==> config.mk <==
export PLATFORM = sky130hd
export DESIGN_NAME = tx_word_serializer_flat
export DESIGN_NICKNAME = d
export VERILOG_FILES = /design/src/rtl/tx_word_serializer_if.sv /design/src/rtl/tx_word_serializer.sv /design/src/flat_wrapper.sv
export SDC_FILE = /design/constraint.sdc
export NUM_CORES = 1
export LEC_CHECK = 0
export ABC_AREA = 1
export BUFFER_PORTS_ARGS = -buffer_cell sky130_fd_sc_hd__buf_2
export CAP_MARGIN = 20
export CELL_PAD_IN_SITES_DETAIL_PLACEMENT = 1
export CELL_PAD_IN_SITES_GLOBAL_PLACEMENT = 1
export CORE_MARGIN = 3
export CORE_UTILIZATION = 37
export CTS_CLUSTER_DIAMETER = 150
export DETAILED_ROUTE_END_ITERATION = 12
export PLACE_DENSITY = 0.75
export SLEW_MARGIN = 20
export SYNTH_ARGS = -nofsm -noshare
export SYNTH_HDL_FRONTEND = slang
export SYNTH_SLANG_ARGS = --single-unit
==> constraint.sdc <==
create_clock -name clk -period 1.6 [get_ports clk]
set_clock_uncertainty 0.05 [all_clocks]
set_input_delay 0.16 -clock clk [delete_from_list [all_inputs] [get_ports clk]]
set_output_delay 0.16 -clock clk [all_outputs]
set_load 0.02 [all_outputs]
==> src/rtl/tx_word_serializer_if.sv <==
// Transmit serializer port bundle: producer-side word offer,
// bit strobe, and serial/status returns.
interface tx_word_serializer_if #(
  parameter int DATA_WIDTH = 8
);
  logic                  shift_enable;
  logic                  select;
  logic [DATA_WIDTH-1:0] fsm_data;
  logic [DATA_WIDTH-1:0] fifo_data;
  logic                  data_valid;
  logic                  data_ready;
  logic                  serial_out;
  logic                  word_done;
  logic                  busy;

  modport master (
    output shift_enable,
    output select,
    output fsm_data,
    output fifo_data,
    output data_valid,
    input  data_ready,
    input  serial_out,
    input  word_done,
    input  busy
  );

  modport slave (
    input  shift_enable,
    input  select,
    input  fsm_data,
    input  fifo_data,
    input  data_valid,
    output data_ready,
    output serial_out,
    output word_done,
    output busy
  );
endinterface

==> src/rtl/tx_word_serializer.sv <==
// Mux + holding register + shift register parallel-to-serial stage.
// Define SER_BITSTUFF_EN to insert a 0 after STUFF_LEN consecutive 1s.
module tx_word_serializer #(
  parameter int   DATA_WIDTH = 8,
  parameter bit   SHIFT_MSB  = 1'b0,
  parameter logic IDLE_BIT   = 1'b1,
  parameter int   STUFF_LEN  = 6
) (
  input logic              clk,
  input logic              n_rst,
  tx_word_serializer_if.slave bus
);

  localparam int CW = $clog2(DATA_WIDTH);

  if (DATA_WIDTH < 2 || STUFF_LEN < 1) begin : g_bad_cfg
    $error("tx_word_serializer: bad DATA_WIDTH/STUFF_LEN");
  end

  typedef enum logic {
    IDLE  = 1'b0,
    SHIFT = 1'b1
  } state_t;

  state_t                state_q, state_d;
  logic [DATA_WIDTH-1:0] hold_q, hold_d;
  logic                  hold_full_q, hold_full_d;
  logic [DATA_WIDTH-1:0] shift_q, shift_d;
  logic [CW-1:0]         cnt_q, cnt_d;
  logic                  done_q, done_d;

  logic                  accept;
  logic                  cur_bit;
  logic                  last;
  logic                  finish;
  logic                  take;
  logic                  stuff_now;
  logic [DATA_WIDTH-1:0] shifted;

`ifdef SER_BITSTUFF_EN
  localparam int OW = $clog2(STUFF_LEN + 1);

  logic [OW-1:0] ones_q, ones_d;
  logic          pend_q, pend_d;
  logic          ones_hit;

  assign stuff_now = (int'(ones_q) == STUFF_LEN);
  assign ones_hit  = (int'(ones_q) + 1 == STUFF_LEN);
`else
  assign stuff_now = 1'b0;
`endif

  assign accept  = bus.data_valid & ~hold_full_q;
  assign last    = (cnt_q == CW'(DATA_WIDTH - 1));
  assign cur_bit = SHIFT_MSB ? shift_q[DATA_WIDTH-1]
                             : shift_q[0];
  assign shifted = SHIFT_MSB ? {shift_q[DATA_WIDTH-2:0], 1'b0}
                             : {1'b0, shift_q[DATA_WIDTH-1:1]};

  always_comb begin
    state_d     = state_q;
    hold_d      = hold_q;
    hold_full_d = hold_full_q;
    shift_d     = shift_q;
    cnt_d       = cnt_q;
    done_d      = 1'b0;
    finish      = 1'b0;
    take        = 1'b0;
`ifdef SER_BITSTUFF_EN
    ones_d      = ones_q;
    pend_d      = pend_q;
`endif

    if (accept) begin
      hold_d      = bus.select ? bus.fsm_data
                               : bus.fifo_data;
      hold_full_d = 1'b1;
    end

    unique case (state_q)
      IDLE: begin
`ifdef SER_BITSTUFF_EN
        ones_d = '0;
        pend_d = 1'b0;
`endif
        if (hold_full_q) begin
          take    = 1'b1;
          state_d = SHIFT;
        end
      end
      SHIFT: begin
        if (bus.shift_enable) begin
`ifdef SER_BITSTUFF_EN
          if (stuff_now) begin
            // stuffed bit: no data consumed
            ones_d = '0;
            if (pend_q) begin
              pend_d = 1'b0;
              finish = 1'b1;
            end
          end else begin
            ones_d = cur_bit ? ones_q + OW'(1) : '0;
            if (last) begin
              if (cur_bit && ones_hit) pend_d = 1'b1;
              else                     finish = 1'b1;
            end else begin
              shift_d = shifted;
              cnt_d   = cnt_q + CW'(1);
            end
          end
`else
          if (last) begin
            finish = 1'b1;
          end else begin
            shift_d = shifted;
            cnt_d   = cnt_q + CW'(1);
          end
`endif
        end
      end
      default: ;
    endcase

    if (finish) begin
      done_d = 1'b1;
      if (hold_full_q) begin
        take = 1'b1;
      end else begin
        state_d = IDLE;
        cnt_d   = '0;
      end
    end

    // accept and take are exclusive: accept needs hold empty
    if (take) begin
      shift_d     = hold_q;
      hold_full_d = 1'b0;
      cnt_d       = '0;
    end
  end

  always_ff @(posedge clk or negedge n_rst) begin
    if (!n_rst) begin
      state_q     <= IDLE;
      hold_q      <= '0;
      hold_full_q <= 1'b0;
      shift_q     <= '0;
      cnt_q       <= '0;
      done_q      <= 1'b0;
    end else begin
      state_q     <= state_d;
      hold_q      <= hold_d;
      hold_full_q <= hold_full_d;
      shift_q     <= shift_d;
      cnt_q       <= cnt_d;
      done_q      <= done_d;
    end
  end

`ifdef SER_BITSTUFF_EN
  always_ff @(posedge clk or negedge n_rst) begin
    if (!n_rst) begin
      ones_q <= '0;
      pend_q <= 1'b0;
    end else begin
      ones_q <= ones_d;
      pend_q <= pend_d;
    end
  end
`endif

  assign bus.data_ready = ~hold_full_q;
  assign bus.busy       = (state_q == SHIFT) | hold_full_q;
  assign bus.word_done  = done_q;
  assign bus.serial_out = (state_q == SHIFT)
                        ? (stuff_now ? 1'b0 : cur_bit)
                        : IDLE_BIT;

endmodule

==> src/flat_wrapper.sv <==
// flat-port wrapper written by rule: the top's interface ports become plain ports
module tx_word_serializer_flat 
#(
  parameter int   DATA_WIDTH = 8,
  parameter bit   SHIFT_MSB  = 1'b0,
  parameter logic IDLE_BIT   = 1'b1,
  parameter int   STUFF_LEN  = 6
)
  (clk, n_rst, bus_shift_enable, bus_select, bus_fsm_data, bus_fifo_data, bus_data_valid, bus_data_ready, bus_serial_out, bus_word_done, bus_busy);
  tx_word_serializer_if #(.DATA_WIDTH(DATA_WIDTH)) bus_i ();
  input logic clk;
  input logic n_rst;
  input wire logic [$bits(bus_i.shift_enable)-1:0] bus_shift_enable;
  input wire logic [$bits(bus_i.select)-1:0] bus_select;
  input wire logic [$bits(bus_i.fsm_data)-1:0] bus_fsm_data;
  input wire logic [$bits(bus_i.fifo_data)-1:0] bus_fifo_data;
  input wire logic [$bits(bus_i.data_valid)-1:0] bus_data_valid;
  output wire logic [$bits(bus_i.data_ready)-1:0] bus_data_ready;
  output wire logic [$bits(bus_i.serial_out)-1:0] bus_serial_out;
  output wire logic [$bits(bus_i.word_done)-1:0] bus_word_done;
  output wire logic [$bits(bus_i.busy)-1:0] bus_busy;
  assign bus_i.shift_enable = bus_shift_enable;
  assign bus_i.select = bus_select;
  assign bus_i.fsm_data = bus_fsm_data;
  assign bus_i.fifo_data = bus_fifo_data;
  assign bus_i.data_valid = bus_data_valid;
  assign bus_data_ready = bus_i.data_ready;
  assign bus_serial_out = bus_i.serial_out;
  assign bus_word_done = bus_i.word_done;
  assign bus_busy = bus_i.busy;
  tx_word_serializer #(.DATA_WIDTH(DATA_WIDTH), .SHIFT_MSB(SHIFT_MSB), .IDLE_BIT(IDLE_BIT), .STUFF_LEN(STUFF_LEN)) u_core (.clk(clk), .n_rst(n_rst), .bus(bus_i));
endmodule
== Word level (Yosys, flattened, before mapping) ==
Index checks and enable logic that the tools add are counted.
Word-level totals
  input bits: 21
  output and inout bits: 4
  bits in latches: 0
  memory bits (read-only): 0
  bits in writable memories: 0
  memories: 0
  bits in registers: 22
  logic and storage cells: 41
Cells by class
  muxes and demuxes: 25
  div/mod/pow operators: 0
  equality and inequality tests: 2
  shift-type cells: 0
  bitwise logic cells: 3
  multiply operators: 0
  add/subtract/negate cells: 1
  $lt $le $gt $ge: 0
  reduce and logical (&&, ||, !) cells: 4
Operator list (count)
  $mux W8: 5
  $mux W3: 6
  $mux W1: 14
  $reduce_bool A2 Y1: 3
  $add A3 B1 Y3 const B: 1
  $eq A3 B3 Y1 const B: 1
  $reduce_and A3 Y1: 1
  $ne A2 B2 Y1 const B: 1
  $and A1 B1 Y1: 1
  $not A1 Y1: 1
  $or A1 B1 Y1: 1

== Longest topological paths before layout ==
Gate-level depths: netlist of the first run.
  depth after elaboration: 7
  gate-level depth with buffers: 8

== Worst setup path before layout of the first run ==
OpenSTA, ideal clock, no wires.
  path type: reg-to-reg
  start point: register u_core.cnt_q[0]
  end point: register u_core.shift_q[1]
  slack: 304 ps
  required time: 1485 ps
  arrival time: 1181 ps
  library setup time: 65 ps
  buffers on the path: 0
  cell stages (with the launch flop): 9
  cells stage by stage: dfrtp_1 ha_1 nand2_1 nand2_1 nor2_2 nand2_1 nand2_1 nand2_1 nand2_1
On the way
  longest elaborated chain between the ends: 7
  elaborated cells between the ends (all ways): 10
  those cells by class: 2 x eq/ne; 5 x mux; 3 x reduce/logical
RTL lines
  start, declared: line tx_word_serializer.sv:29  | logic [CW-1:0] cnt_q, cnt_d;
  start signal, assigned: line tx_word_serializer.sv:155  | cnt_q <= cnt_d;
  $eq A3 B3 Y1 *: line tx_word_serializer.sv:54  | assign last = (cnt_q == CW'(DATA_WIDTH - 1));
  $mux W1: line tx_word_serializer.sv:112  | if (last) begin
  $mux W1: line tx_word_serializer.sv:92  | if (bus.shift_enable) begin
  $mux W1: line tx_word_serializer.sv:80  | unique case (state_q)
  $mux W1: line tx_word_serializer.sv:124  | if (finish) begin
  $ne A2 B2 Y1 (no source line) or $reduce_bool A2 Y1 (tied branches)
  $reduce_and A3 Y1 (no source line)
  end signal, assigned: line tx_word_serializer.sv:154  | shift_q <= shift_d;
  end, declared: line tx_word_serializer.sv:28  | logic [DATA_WIDTH-1:0] shift_q, shift_d;
Mark *: on every way between the ends. The rest lies on a longest branch, timed or not.
A chain may end at the register's enable or synchronous reset.

== Worst setup path in the final report of the first run ==
  start point: register u_core.state_q
  end point: output port bus_serial_out
On the way
  longest elaborated chain between the ends: 1
RTL lines
  start, declared: line tx_word_serializer.sv:25  | state_t state_q, state_d;
  start signal, assigned: line tx_word_serializer.sv:151  | state_q <= state_d;
  $mux W1: line tx_word_serializer.sv:176  | ? (stuff_now ? 1'b0 : cur_bit)
  end, declared: line flat_wrapper.sv:19  | output wire logic [$bits(bus_i.serial_out)-1:0] bus_serial_out;
Every way passes these cells.

==> out/qor.txt, run 1 <==
Post-synth ARST share = 100%
post-DP HPWL = 1880 um
1st-pass router iterations = 4
Die Y = 59.0 um
number of global-route vias before repair = 960
NetSw = 0.752 mW
clk root buf = clkbuf_4
Pint = 1.22 mW
total number of H-tree levels = 1
Synth Cell Area = 1040 sq um
Post-CTS Setup Bufs = 0
crit path to = bus_serial_out
Mapped Nets = 147
clock sink total = 22
GPL Wtd Cong = 0.717
Slew HR = 67.1%
largest net degree at the start of global routing = 23
Starting Density = 40.5%
Final Setup Violations = 0
Cell variety after synth = 19
CTS buffer count = 3
Max Slew Vio Count = 0
Pleak = 0.640 nW
DR DRC count = 0
DR WL/cell = 12.8 um
EDFF count, synth = 0
Seq/Total Area, Yosys = 52.9%
Fillers = 344
ANT nets after route = 0
total of warnings raised by yosys = 0
post-layout minimum cycle time = 1460 ps
Worst Setup SP = u_core.state_q$_DFF_PN0_
ys flop type = dfrtp_1
Worst-path clk slew = 130 ps
drt total wl = 2340 um
family with the most delay on the worst path = flip-flops
TritonCTS clock tree = built
hold slack = 38.9 ps
post-route clock period utilization = 91.5%
NumNets Final = 176
Crit. End Element = output pin
RSZ-0062 raised after global routing = false
area of the core = 2570 sq um
FP Rows = 18
Combinational Power Share = 36.6%
Clock Latency Late Sink = 310 ps
global-route wire length before repair = 4080 um
Worst-Margin Slew = 494 ps
number of buffers and inverters on the critical path = 2
synth-to-layout area growth = 19.2%
status = finished clean
Sequential Power Share = 47.4%
Fmax = 683 MHz
DRT iter0 DRCs = 13
reg2reg path depth = 8
Worst R2R End = u_core.shift_q[1]$_DFFE_PN0P_
die area = 3490 sq um
DR vias = 941
Critical Path Fanout Max = 6
PD cells = 1590 nW/um^2
CP peak stage delay = 450 ps
post-synth top area share = 52.9%
Net Sw Frac = 38.1%
Die W = 59.0 um
Ports = 25
crit path launch type = register
Synth Instances = 125
largest area contributor in the netlist = dfrtp_1
Worst VDD drop = 0.774 mV
vias per cell = 5.14
crit path max-delay cell type = dfrtp_2
TNS Setup = 0 ps
largest cells by area after synthesis = dfrtp_1, nand2_1, nand3_1
Hold Vio Cnt, Final = 0
GRT Util Overall = 15.2%
reg2reg setup slack = 180 ps
Mapped Avg Cell Area = 8.33 sq um
Synth Register Bits = 22
Congestion Overflow GR = 0
Clk pwr share = 16.0%
Worst Path Required = 1390 ps
reg2reg start = u_core.cnt_q[0]$_DFF_PN0_
Hold WC Path Type = in -> reg
diode count = 0
crit path DAT = 1250 ps
PortBufs = 24
Setup CP Type = reg -> out
share of cells above drive strength 1 = 26.1%
clock buffer depth = 2
Max-cap violations = 0
Cell Chain, Critical Path = inv_1 -> or2_2 -> buf_2
initial antenna violation count = 0
Levels on crit path = 3
[flip-flops by register name, summed over array words and instances, names as in the netlist]
name                  count
u_core.state_q            1
u_core.bus.word_done      1
u_core.hold_full_q        1
u_core.cnt_q              3
u_core.hold_q             8
u_core.shift_q            8
[worst min-delay path by stage]
stage | from | endpoint | depth (start not counted)
2_1_floorplan | n_rst | u_core.bus.word_done$_DFF_PN0_ | 0
3_3_place_gp | n_rst | u_core.bus.word_done$_DFF_PN0_ | 1
3_5_place_dp | n_rst | u_core.bus.word_done$_DFF_PN0_ | 1
4_1_cts | bus_fsm_data[2] | u_core.hold_q[2]$_DFFE_PN0P_ | 3
5_1_grt | bus_fifo_data[2] | u_core.hold_q[2]$_DFFE_PN0P_ | 3
6_report | bus_fsm_data[3] | u_core.hold_q[3]$_DFFE_PN0P_ | 3
[worst min-delay path: stages]
cell     delay (ps)
buf_2            90
nand2_1          50
a31oi_1          70
[kinds of logic after synthesis]
group / after synthesis / synth area share, %
and+or+nand+nor: 78 / 33.1
DFF: 22 / 52.9
AOI/OAI and AO/OA: 13 / 7.57
buffers and inverters: 11 / 5.29
adders and majority gates: 1 / 1.20
[per-layer routing]
layer | track usage, % | wire [um]
met5 | 0 | 0
met4 | 3.88 | 10
met3 | 1.96 | 119
met2 | 27.8 | 1150
met1 | 18.8 | 1060
[cells in the final DEF, fill, tap and decap left out]
cell           count
buf_4              2
a21oi_2            1
o21ai_0            3
or2_2              1
nor2_1            15
a21oi_1            1
nor2_4             1
dlygate4sd3_1      1
nand3_2            2
a31oi_1            7
nand2_1           35
nand3_1           21
inv_1              7
nor2_2             1
dfrtp_1           21
nand2_2            2
dfrtp_2            1
inv_2              1
o22ai_1            1
ha_1               1
clkbuf_8           1
buf_2             24
clkbuf_4           3
[through the flow]
stage	cells	power, mW	area, sq um	setup WS (ps)	utilization [%]
after floorplan	125	1.46	1040	304	-
after global placement	178	1.63	1190	218	46.3
final	183	1.97	1240	135	48.3
after detailed placement	178	1.69	1190	129	46.3
after global routing	183	2.17	1240	51.1	48.3
after CTS	183	2.00	1230	64.5	48.1
[power groups by stage]
| stage | clock [mW] | sequential [mW] | combinational (mW) |
|---|---|---|---|
| 4_1_cts | 0.328 | 0.940 | 0.736 |
| 3_5_place_dp | 0 | 0.955 | 0.732 |
| 2_1_floorplan | 0 | 0.917 | 0.545 |
| 3_3_place_gp | 0 | 0.938 | 0.690 |
| 6_report | 0.315 | 0.935 | 0.722 |
| 5_1_grt | 0.356 | 0.976 | 0.835 |
[timing repair]
item	CTS	global route
hold buffers	1	0
hold endpoints to repair	22	0
gates resized for setup	0	2
setup endpoints to repair	0	2
[cell type report]
type | count | area [sq um] | area share [%]
Multi-Input combinational cell | 92 | 440 | 35.5
Sequential cell | 22 | 552 | 44.5
Tap cell | 30 | 37.5 | 3.02
Inverter | 8 | 30.0 | 2.42
Timing Repair Buffer | 27 | 145 | 11.7
Clock buffer | 4 | 36.3 | 2.92
[synth_stat cells (all sizes together) (2+ instances only)]
cell type and instances:
a21oi 2, a31oi 7, clkbuf 2, dfrtp 22
inv 8, nand2 37, nand3 23, nor2 17
o21ai 3
Note: power is estimated with default switching activity, not from simulation.
==> inputs of run 2 (changes only) <==
Settings changed: CORE_UTILIZATION 37 to 40, PLACE_DENSITY 0.75 to 0.8.
Clock period 1.6 ns to 1.7 ns, I/O delays scaled along.
==> run 2 against run 1 <==
Against the previous run: die area down 6.7%; highest routed layer unchanged; via count down 2.9%; combinational power down 6.6%; sequential cell count unchanged; final cell count down 1.6%; routed wire length down 0.34%; register-to-register slack better by 30 ps; global-route usage up 0.078 points; largest cell class unchanged; critical endpoint unchanged.
==> out/qor.txt, run 2 (synthesized netlist as in run 1, its figures left out) <==
Cell Chain, Critical Path = inv_1 -> or2_2 -> buf_2
clk root buf = clkbuf_4
Setup CP Type = reg -> out
Final Setup Violations = 0
PortBufs = 24
post-DP HPWL = 1870 um
Ports = 25
TritonCTS clock tree = built
Max Used Layer = met4
Worst VDD drop = 0.748 mV
RSZ-0062 raised after global routing = false
WL met3 = 118 um
Hold WC Path Type = in -> reg
vias per cell = 5.08
multi-input logic area = 435 sq um
post-route clock period utilization = 90.1%
hold slack = 71.5 ps
DRT iter0 DRCs = 26
global-route wire length before repair = 4000 um
CP peak stage delay = 480 ps
NumNets Final = 176
die area = 3250 sq um
FP Rows = 17
Slew HR = 67.6%
diode count = 0
Starting Density = 44.5%
most common cell after layout, fill and taps aside = nand2_1
Post-CTS Setup Bufs = 0
Tot Pwr = 1.79 mW
CTS buffer count = 3
Congestion Overflow GR = 0
TNS Setup = 0 ps
1st-pass router iterations = 4
clock sink total = 22
Place WS = 240 ps
metal2 WL = 1100 um
DR DRC count = 0
Crit. End Element = output pin
drt total wl = 2330 um
most frequent cells in the layout = nand2_1, buf_2, dfrtp_1
clock buffer depth = 2
hold depth = 3
post-route setup slack = 168 ps
Pleak = 0.632 nW
Post-Place Cells = 176
GRT Util Overall = 15.3%
Worst-Margin Slew = 486 ps
ANT nets after route = 0
PD cells = 1470 nW/um^2
Worst Path Required = 1480 ps
area of the core = 2340 sq um
FF/Latch Area = 551 sq um
Worst Setup SP = u_core.state_q$_DFF_PN0_
HP Start = bus_fsm_data[4]
number of global-route vias before repair = 930
synth-to-layout area growth = 17.1%
crit path launch type = register
Worst-path clk slew = 120 ps
post-layout minimum cycle time = 1530 ps
Hold Vio Cnt, Final = 0
crit path DAT = 1310 ps
Fmax = 653 MHz
reg2reg path depth = 8
DR vias = 914
Placed Instance Area = 1190 sq um
reg2reg setup slack = 210 ps
Layout Cell Area excl Fill = 1220 sq um
Cell Count, Final, Fillers Out = 180
crit path to = bus_serial_out
Final Core Density = 52.1%
initial antenna violation count = 0
Critical Path Fanout Max = 6
Largest regs = u_core.hold_q (8), u_core.shift_q (8), u_core.cnt_q (3)
share of cells above drive strength 1 = 25.0%
Max-cap violations = 0
DR WL/cell = 12.9 um
Worst R2R End = u_core.shift_q[1]$_DFFE_PN0P_
Post-Route M1 WL = 1100 um
Post-CTS Resized = 0
CTS Hold Bufs = 1
Fillers = 317
reg2reg start = u_core.cnt_q[0]$_DFF_PN0_
largest net degree at the start of global routing = 23
Clock Latency Late Sink = 290 ps
GPL Wtd Cong = 0.706
status = finished clean
crit path max-delay cell type = dfrtp_1
Die Y = 57.0 um
Max Slew Vio Count = 0
total number of H-tree levels = 1
Die W = 57.0 um
==> run 2: cell types whose count changed in the layout (fill, tap and decap cells not counted) <==
cell,change
clkbuf_8,-1
nor2_2,+1
dfrtp_2,-1
dfrtp_1,+1
nor2_4,-1
==> run 2: worst min path at each step <==
stage / end
6_report: u_core.hold_q[4]$_DFFE_PN0P_
5_1_grt: u_core.hold_q[4]$_DFFE_PN0P_
4_1_cts: u_core.hold_q[4]$_DFFE_PN0P_
3_5_place_dp: u_core.cnt_q[2]$_DFF_PN0_
3_3_place_gp: u_core.cnt_q[2]$_DFF_PN0_
2_1_floorplan: u_core.bus.word_done$_DFF_PN0_
==> run 2: worst max-delay path, delay by kind of cell, from the launching register on <==
family / cells / cell delay, ps
buffers and inverters: 2 / 260
flip-flops: 1 / 480
AND/OR/NAND/NOR: 1 / 280
==> run 2: metal layers <==
layer | vias to the layer above | GRT usage [%]
met5 | - | 0
met4 | 0 | 1.99
met3 | 2 | 2.71
met2 | 21 | 26.8
met1 | 424 | 20.3
li1 | 467 | -
==> run 2: layout make-up <==
cell class,count,share of cell area [%]
clock buffers,3,1.85
repair buffers,27,11.9
flip-flops and latches,22,45.2
inverters,8,2.46
well taps,28,2.87
multi-input cells,92,35.7
==> run 2: power by group <==
part | switching (mW) | internal [mW]
clock network | 0.151 | 0.0823
registers | 0.137 | 0.747
logic | 0.407 | 0.267
total | 0.696 | 1.10
